### config.mk
export PLATFORM = sky130hd
export DESIGN_NAME = fetch_unit
export DESIGN_NICKNAME = d
export VERILOG_FILES = /design/src/rtl/fetch_unit_pkg.sv /design/src/rtl/next_pc_calc.sv /design/src/rtl/reg_16b.sv /design/src/rtl/fetch_unit.sv
export SDC_FILE = /design/constraint.sdc
export NUM_CORES = 1
export LEC_CHECK = 0
export BUFFER_PORTS_ARGS = -buffer_cell sky130_fd_sc_hd__buf_2
export CAP_MARGIN = 20
export CORE_MARGIN = 2
export CORE_UTILIZATION = 58
export CTS_CLUSTER_DIAMETER = 120
export DETAILED_ROUTE_END_ITERATION = 16
export PLACE_DENSITY = 0.87
export SYNTH_ARGS = -nofsm -noshare
export SYNTH_HDL_FRONTEND = slang
export SYNTH_HIERARCHICAL = 1
export SYNTH_SLANG_ARGS = --single-unit
export TNS_END_PERCENT = 20
### constraint.sdc
create_clock -name clk -period 7.35 [get_ports clk]
set_input_delay 0.3675 -clock clk [delete_from_list [all_inputs] [get_ports clk]]
set_output_delay 0.3675 -clock clk [all_outputs]
set_load 0.02 [all_outputs]
### src/rtl/fetch_unit_pkg.sv
// Shared ISA constants, FSM state encoding and immediate helpers for the fetch stage.
package fetch_unit_pkg;

  localparam logic [4:0] OP_HALT = 5'b00000;
  localparam logic [4:0] OP_NOP  = 5'b00001;
  localparam logic [4:0] OP_J    = 5'b00100;
  localparam logic [4:0] OP_JR   = 5'b00101;
  localparam logic [4:0] OP_JAL  = 5'b00110;
  localparam logic [4:0] OP_JALR = 5'b00111;
  localparam logic [4:0] OP_BEQZ = 5'b01100;
  localparam logic [4:0] OP_BNEZ = 5'b01101;
  localparam logic [4:0] OP_BLTZ = 5'b01110;
  localparam logic [4:0] OP_BGEZ = 5'b01111;

  // Full instruction word injected into decode whenever fetch is not running.
  localparam logic [15:0] NOP_INSTR = 16'h0800;

  typedef enum logic [1:0] {
    ST_RUN    = 2'd0,
    ST_DUMP   = 2'd1,
    ST_HALTED = 2'd2
  } fetch_state_e;

  function automatic logic [15:0] sext8(input logic [7:0] v);
    return {{8{v[7]}}, v};
  endfunction

  function automatic logic [15:0] sext11(input logic [10:0] v);
    return {{5{v[10]}}, v};
  endfunction

endpackage

### src/rtl/next_pc_calc.sv
// Control-flow target calculation: produces the redirect target and whether
// the current instruction redirects at all. The caller falls back to PC+2.
module next_pc_calc
  import fetch_unit_pkg::*;
(
  input  logic [4:0]  opcode,
  input  logic [10:0] imm11,
  input  logic [7:0]  imm8,
  input  logic [15:0] pc_plus2,
  input  logic [15:0] rs_data,
  output logic [15:0] target_pc,
  output logic        taken
);

  logic [15:0] branch_target;
  logic [15:0] jump_target;
  logic [15:0] reg_target;

  assign branch_target = pc_plus2 + sext8(imm8);
  assign jump_target   = pc_plus2 + sext11(imm11);
  assign reg_target    = rs_data + sext8(imm8);

  // Decode the opcode into a target and a taken decision; branches test Rs.
  always_comb begin
    target_pc = branch_target;
    taken     = 1'b0;
    case (opcode)
      OP_J, OP_JAL: begin
        target_pc = jump_target;
        taken     = 1'b1;
      end
      OP_JR, OP_JALR: begin
        target_pc = reg_target;
        taken     = 1'b1;
      end
      OP_BEQZ: taken = (rs_data == 16'h0000);
      OP_BNEZ: taken = (rs_data != 16'h0000);
      OP_BLTZ: taken = rs_data[15];
      OP_BGEZ: taken = ~rs_data[15];
      default: taken = 1'b0;
    endcase
  end

endmodule

### src/rtl/reg_16b.sv
// Generic 16-bit register with write enable and synchronous reset to a chosen value.
module reg_16b #(
  parameter logic [15:0] RESET_VAL = 16'h0000
) (
  input  logic        clk,
  input  logic        rst,
  input  logic        writeEn,
  input  logic [15:0] data_in,
  output logic [15:0] data_out
);

  logic [15:0] data_q;
  logic [15:0] data_d;

  // Hold the stored value unless a write is requested.
  always_comb begin
    data_d = data_q;
    if (writeEn) begin
      data_d = data_in;
    end
  end

  // Storage with synchronous reset.
  always_ff @(posedge clk) begin
    if (rst) begin
      data_q <= RESET_VAL;
    end else begin
      data_q <= data_d;
    end
  end

  assign data_out = data_q;

endmodule

### src/rtl/fetch_unit.sv
// Instruction fetch stage: owns the PC, selects the next PC, and sequences
// HALT into a single memory-dump pulse followed by a permanent halted state.
module fetch_unit
  import fetch_unit_pkg::*;
#(
  parameter logic [15:0] RESET_PC = 16'h0000
) (
  input  logic        clk,
  input  logic        rst,
  input  logic        stall,
  input  logic [15:0] imem_data,
  input  logic [15:0] rs_data,
  output logic [15:0] imem_addr,
  output logic [15:0] instr,
  output logic [15:0] pc_plus2,
  output logic        createdump,
  output logic        halted,
  output logic        err
);

  fetch_state_e state_q, state_d;
  logic         createdump_q, createdump_d;
  logic         halted_q, halted_d;
  logic         err_q, err_d;

  logic [15:0]  pc_q;
  logic [15:0]  target_pc;
  logic         taken;
  logic [15:0]  next_pc;
  logic [4:0]   opcode;
  logic         in_run;
  logic         is_halt;
  logic         pc_write_en;

  // Outside RUN decode sees a NOP so nothing downstream acts on stale words.
  assign in_run    = (state_q == ST_RUN);
  assign instr     = in_run ? imem_data : NOP_INSTR;
  assign opcode    = instr[15:11];
  assign is_halt   = (opcode == OP_HALT);
  assign imem_addr = pc_q;
  assign pc_plus2  = pc_q + 16'd2;
  assign next_pc   = taken ? target_pc : pc_plus2;

  // A stalled HALT is not consumed; a consumed HALT freezes the PC.
  assign pc_write_en = in_run & ~stall & ~is_halt;

  next_pc_calc u_next_pc_calc (
    .opcode    (opcode),
    .imm11     (instr[10:0]),
    .imm8      (instr[7:0]),
    .pc_plus2  (pc_plus2),
    .rs_data   (rs_data),
    .target_pc (target_pc),
    .taken     (taken)
  );

  reg_16b #(
    .RESET_VAL (RESET_PC)
  ) u_pc_reg (
    .clk      (clk),
    .rst      (rst),
    .writeEn  (pc_write_en),
    .data_in  (next_pc),
    .data_out (pc_q)
  );

  // Next-state logic for HALT sequencing plus the sticky misalignment flag.
  always_comb begin
    state_d = state_q;
    err_d   = err_q;
    case (state_q)
      ST_RUN: begin
        if (!stall) begin
          if (is_halt) begin
            state_d = ST_DUMP;
          end else if (next_pc[0]) begin
            err_d = 1'b1;
          end
        end
      end
      ST_DUMP:   state_d = ST_HALTED;
      ST_HALTED: state_d = ST_HALTED;
      default:   state_d = ST_RUN;
    endcase
    createdump_d = (state_d == ST_DUMP);
    halted_d     = (state_d == ST_HALTED);
  end

  // State and registered status outputs; reset cancels any pending dump.
  always_ff @(posedge clk) begin
    if (rst) begin
      state_q      <= ST_RUN;
      createdump_q <= 1'b0;
      halted_q     <= 1'b0;
      err_q        <= 1'b0;
    end else begin
      state_q      <= state_d;
      createdump_q <= createdump_d;
      halted_q     <= halted_d;
      err_q        <= err_d;
    end
  end

  assign createdump = createdump_q;
  assign halted     = halted_q;
  assign err        = err_q;

endmodule

Yosys cells after proc, flatten, opt, wreduce, memory -nomap -nowiden

Index checks and enable logic that the tools add are counted.

Latch bits: 0
Logic and storage cells: 42
Bits of input ports: 35
Flip-flop bits (word level): 21
Memory bits (read-only): 0
Bits in writable memories: 0
Memories: 0

Bitwise operators: 5
Div/mod/pow operators: 0
Reduce and logical (&&, ||, !) cells: 9
$mul: 0
Order comparisons: 0
Muxes and demuxes: 7
Equal/unequal tests: 12
Shifts and indexed selects: 0
Add/subtract/negate cells: 4

Operators by type and width:

| operator                | number |
|---|---|
| $add A16 B16 Y16        | 3 |
| $mux W16                | 2 |
| $pmux W16 S2            | 1 |
| $eq A5 B3 Y1 const B    | 4 |
| $eq A5 B4 Y1 const B    | 4 |
| $add A16 B2 Y16 const B | 1 |
| $logic_not A16 Y1       | 1 |
| $reduce_bool A16 Y1     | 1 |
| $reduce_or A2 Y1        | 3 |
| $logic_not A5 Y1        | 1 |
| $pmux W1 S5             | 1 |
| $eq A2 B1 Y1 const B    | 2 |
| $eq A2 B2 Y1 const B    | 2 |
| $mux W2                 | 2 |
| $pmux W2 S2             | 1 |
| $reduce_and A4 Y1       | 1 |
| $reduce_or A4 Y1        | 1 |
| $not A1 Y1              | 3 |
| $and A1 B1 Y1           | 2 |
| $logic_not A2 Y1        | 1 |

Depth between registers and ports, before layout

Depth in word-level cells: 7
Depth in mapped cells: 19

Hierarchy

Netlist, hierarchy kept.

By module, submodules not included:

| module       | area an instance (um^2) | cells an instance | instances | seq. area each (um^2) |
|---|---|---|---|---|
| next_pc_calc | 1881.8                  | 255               | 1         | 0.0 |
| fetch_unit   | 768.2                   | 96                | 1         | 100.1 |
| reg_16b      | 580.6                   | 52                | 1         | 320.3 |

Worst setup path after synthesis

OpenSTA, ideal clock, no wires.

Path kind: register to register
Start point: register state_q[0]
End point: register u_pc_reg.data_q[12], in the netlist u_pc_reg/data_out[12]
Data arrival time: 4.105 ns
Path slack: 3.128 ns
Path buffers: 2
Clock period less this slack: 4.222 ns
Stages on the path, launching flop included: 20
Library setup time: 0.117 ns
Path through: dfxtp_1 -> inv_1 -> ha_1 -> clkbuf_1 -> and2_1 -> nand2b_1 -> nor3b_4 -> buf_2 -> mux2_2 -> ha_1 -> fa_1 -> a21oi_1 -> o211ai_1 -> a21oi_1 -> a21oi_1 -> xnor2_1 -> mux2i_1 -> mux2_1 -> mux2i_1 -> nor2_1

Cells in the longest elaborated chain, start to end: 6
Elaborated cells between the ends (all ways): 23
Classes of those cells: 3 x add/sub; 8 x eq/ne; 4 x mux; 3 x bitwise; 5 x reduce/logical

Ends and longest elaborated chain:

| item                     | line               | RTL |
|---|---|---|
| start: declaration       | fetch_unit.sv:21   | `fetch_state_e state_q, state_d;` |
| start signal: assignment | fetch_unit.sv:97   | `state_q <= state_d;` |
| $logic_not A2 Y1 (*)     | fetch_unit.sv:36   | `assign in_run = (state_q == ST_RUN);` |
| $mux W16 (*)             | fetch_unit.sv:37   | `assign instr = in_run ? imem_data : NOP_INSTR;` |
| named net instr[13]      | fetch_unit.sv:14   | `output logic [15:0] instr,` |
| $eq A5 B3 Y1             | next_pc_calc.sv:27 | `case (opcode)` |
| $reduce_or A2 Y1         | --                 |  |
| $pmux W16 S2 (*)         | next_pc_calc.sv:27 |  |
| named net target_pc[12]  | fetch_unit.sv:27   | `logic [15:0] target_pc;` |
| $mux W16 (*)             | fetch_unit.sv:42   | `assign next_pc = taken ? target_pc : pc_plus2;` |
| named net next_pc[12]    | fetch_unit.sv:29   | `logic [15:0] next_pc;` |
| end signal: assignment   | reg_16b.sv:28      | `data_q <= data_d;` |
| end: declaration         | reg_16b.sv:12      | `logic [15:0] data_q;` |

Mark *: on every way through the listed nets, which the timed path passes. The rest lies on a longest branch.
A chain may end at the register's enable or synchronous reset.

Worst setup path in the final report

Start point: register state_q[0]
End point: register u_pc_reg.data_q[12], in the netlist u_pc_reg/data_out[12]

Cells in the longest elaborated chain, start to end: 6
Elaborated cells between the ends (all ways): 23
Classes of those cells: 3 x add/sub; 8 x eq/ne; 4 x mux; 3 x bitwise; 5 x reduce/logical

Ends and longest elaborated chain:

| item                                                     | line |
|---|---|
| $logic_not A2 Y1 (*)                                     | fetch_unit.sv:36 |
| $mux W16 (*)                                             | fetch_unit.sv:37 |
| branches (longest 2 deep; another with $add A16 B16 Y16) | -- |
| $pmux W16 S2 (*)                                         | next_pc_calc.sv:27 |
| named net target_pc[12]                                  | fetch_unit.sv:27 |
| $mux W16 (*)                                             | fetch_unit.sv:42 |
| named net next_pc[12]                                    | fetch_unit.sv:29 |

Mark *: on every way through the listed nets, which the timed path passes.

==> flow_summary.json <==
{
  "status": "finished clean",
  "tightestPinTransition_ns": 0.855,
  "ant_nets": 0,
  "cts_tree": "built",
  "antenna_found_initial": 0,
  "cellLeakagePower_nw": 1.86,
  "synth_common_cells": "ha_1 (34), nor2_1 (33), a21oi_1 (30), nand2_1 (30), mux2i_1 (23)",
  "vias": 3379,
  "ys_types": 53,
  "drt_wl_total_mm": 9.24,
  "synth_edf_count": 0,
  "vias_per_cell": 6.10,
  "holdBufCountCts": 0,
  "synth-async-reset-ratio": 0,
  "clockPowerShare": 0.152,
  "place_area_um2": 3690,
  "overflow": 0,
  "gp_congestion": 0.887,
  "clk_pin_slew_ns": 0.07,
  "cp.required_ns": 7.49,
  "critical_path.startpoint_type": "flip-flop",
  "cp.arrival_ns": 4.85,
  "clkLatencyLatePin_ns": 0.26,
  "synth_fp_nets": 474,
  "cts_made_buffers": 3,
  "netSwitchingPower_w": 0.000213,
  "core_um2": 5440,
  "dr.pass1.iters": 5,
  "rsz0062_at_grt": "false",
  "pwr-share-seq": 0.263,
  "dieArea_um2": 6180,
  "nNetsFinal": 554,
  "p_int_w": 0.000278,
  "fin_crit_ns": 4.71,
  "critPathCaptureType": "flip-flop",
  "fin_area_um2": 3730,
  "grt_pass1_vias": 3170,
  "yosys-top-cells-area": "ha_1 (13%), dfxtp_1 (13%), mux2_2 (7.3%)",
  "synth_top_area_share": 0.132,
  "yosysWarnings": 6,
  "track_usage": 0.293,
  "finalMaxSlewViolations": 0,
  "sw_frac_of_total": 0.433,
  "grt_max_degree": 21,
  "fmax_mhz": 212,
  "syn2layout_area_growth_pct": 15.5,
  "synth_most_common_cell": "ha_1",
  "finalHoldWorstSlack_ns": 0.491,
  "final_core_util": 0.686,
  "ios": 86,
  "drive_gt1_frac": 0.268,
  "synth-seq-cells": 21,
  "power_density_nw_per_um2": 131,
  "fin_setup_tns_ns": 0,
  "htreeDepth": 1,
  "finalSetupViolCount": 0,
  "syn_avg_cell_area_um2": 8.02,
  "avgRoutedWirePerCell_um": 16.7,
  "start_util": 0.594,
  "grt_pass1_wl_mm": 14.8,
  "min_period_over_period": 0.640,
  "finalHoldViolations": 0,
  "hold_path.class": "reg2reg",
  "rows": 27,
  "drt_iter0_drc": 295,
  "relSlewSlack": 0.430,
  "vdd_drop_max_v": 0.000133,
  "antenna_cells": 0,
  "die_x_um": 78.6,
  "yosysTopAreaCell": "ha_1",
  "ys_seq_area_frac": 0.130,
  "drv_cap": 0,
  "fin_skew_ns": 0.00509,
  "p_comb_frac": 0.585,
  "post_cts_resized": 0,
  "dp_hpwl_mm": 7.41,
  "die_h_um": 78.6,
  "drc_errors": 0,
  "cts_sinks": 21,
  "netlist_area_um2": 3230,
  "crit_type": "reg2reg",
  "cts-root-buf": "clkbuf_8",
  "synth_ff_type": "dfxtp_1",
  "syn_inst": 403,
  "cts.path.max_buffers": 2,
  "post_cts_buffers": 0,
  "crit_fanout": 18,
  "io_buffer_count": 85
}
per-stage QoR:
| stage | setup slack, ns | std cells | power [W] |
|---|---|---|---|
| floorplan | 3.13 | 403 | 0.000340 |
| global placement | 2.89 | 550 | 0.000400 |
| CTS | 2.69 | 554 | 0.000487 |
| global route | 2.28 | 554 | 0.000521 |
| detailed placement | 2.71 | 550 | 0.000410 |
| finish | 2.64 | 554 | 0.000490 |
cells in the final DEF (no fill, tap or decap), types with 4 or more instances in the layout:
master / count
mux2_2: 21
and2_1: 19
nor4_2: 4
o211ai_1: 4
buf_2: 85
mux2_1: 8
xnor2_1: 20
nor3_1: 8
a31oi_1: 7
inv_1: 16
xor2_1: 18
nor4_1: 6
nand2b_1: 6
a211o_1: 4
a21o_1: 5
nand4_1: 4
a21oi_1: 30
mux2i_1: 23
nand2_1: 30
nand3_1: 12
nor2_1: 33
o21ai_0: 16
dfxtp_1: 21
ha_1: 34
nor2b_1: 6
layout make-up:
type / count / area (µm²)
well taps: 72 / 90.1
repair buffers: 88 / 448
multi-input cells: 353 / 2670
clock buffers: 4 / 45.0
inverters: 16 / 60.1
flip-flops and latches: 21 / 420
fillers: 447 / 1710
state kept, by name, indices dropped and copies added (netlist names):
register           cells
err                    1
halted                 1
createdump             1
state_q                2
u_pc_reg/data_out     16
worst paths after layout:
kind,start,end,slack [ns],cells past startpoint
setup / recovery,state_q[0],u_pc_reg/data_out[12],2.64,17
hold / removal,err,err,0.49,2
setup reg to reg,state_q[0],u_pc_reg/data_out[12],2.64,17
hold reg to reg,err,err,0.49,2
layer usage:
| metal | vias up | wire length, µm | track usage |
|---|---|---|---|
| met5 | - | 0 | 0 |
| met4 | 0 | 212 | 0.100 |
| met3 | 27 | 734 | 0.0207 |
| met2 | 189 | 4360 | 0.492 |
| met1 | 1552 | 3930 | 0.394 |
| li1 | 1611 | - | - |
critical path, cell delays in order, from the launching register on:
cell and delay (ns):
dfxtp_1 0.33, inv_1 0.05, ha_1 0.38, and2_1 0.24
nand2b_1 0.23, nor3b_4 0.74, mux2_2 0.42, ha_1 0.22
fa_1 0.41, a21oi_1 0.20, o211ai_1 0.22, a21oi_1 0.27
a21oi_1 0.13, xnor2_1 0.16, mux2i_1 0.10, mux2_1 0.31
mux2i_1 0.13, nor2_1 0.05
power groups by stage:
stage	Combinational [W]	Clock (W)	Sequential (W)
3_3_place_gp	0.000269	0	0.000131
4_1_cts	0.000280	0.0000770	0.000129
2_1_floorplan	0.000203	0	0.000137
6_report	0.000287	0.0000743	0.000129
3_5_place_dp	0.000279	0	0.000132
5_1_grt	0.000311	0.0000799	0.000130
cell families (layout without fill, tap and decap cells):
| family | count (synthesis) | after routing | share of synthesized area |
|---|---|---|---|
| AND/OR/NAND/NOR | 139 | 139 | 0.234 |
| AO/OA/AOI/OAI | 88 | 88 | 0.171 |
| multiplexers | 52 | 52 | 0.172 |
| XOR/XNOR | 38 | 38 | 0.103 |
| adder cells (fa/ha/maj) | 36 | 36 | 0.144 |
| buffers and inverters | 29 | 108 | 0.0457 |
| flip-flops | 21 | 21 | 0.130 |
(Power assumes the default switching activity.)
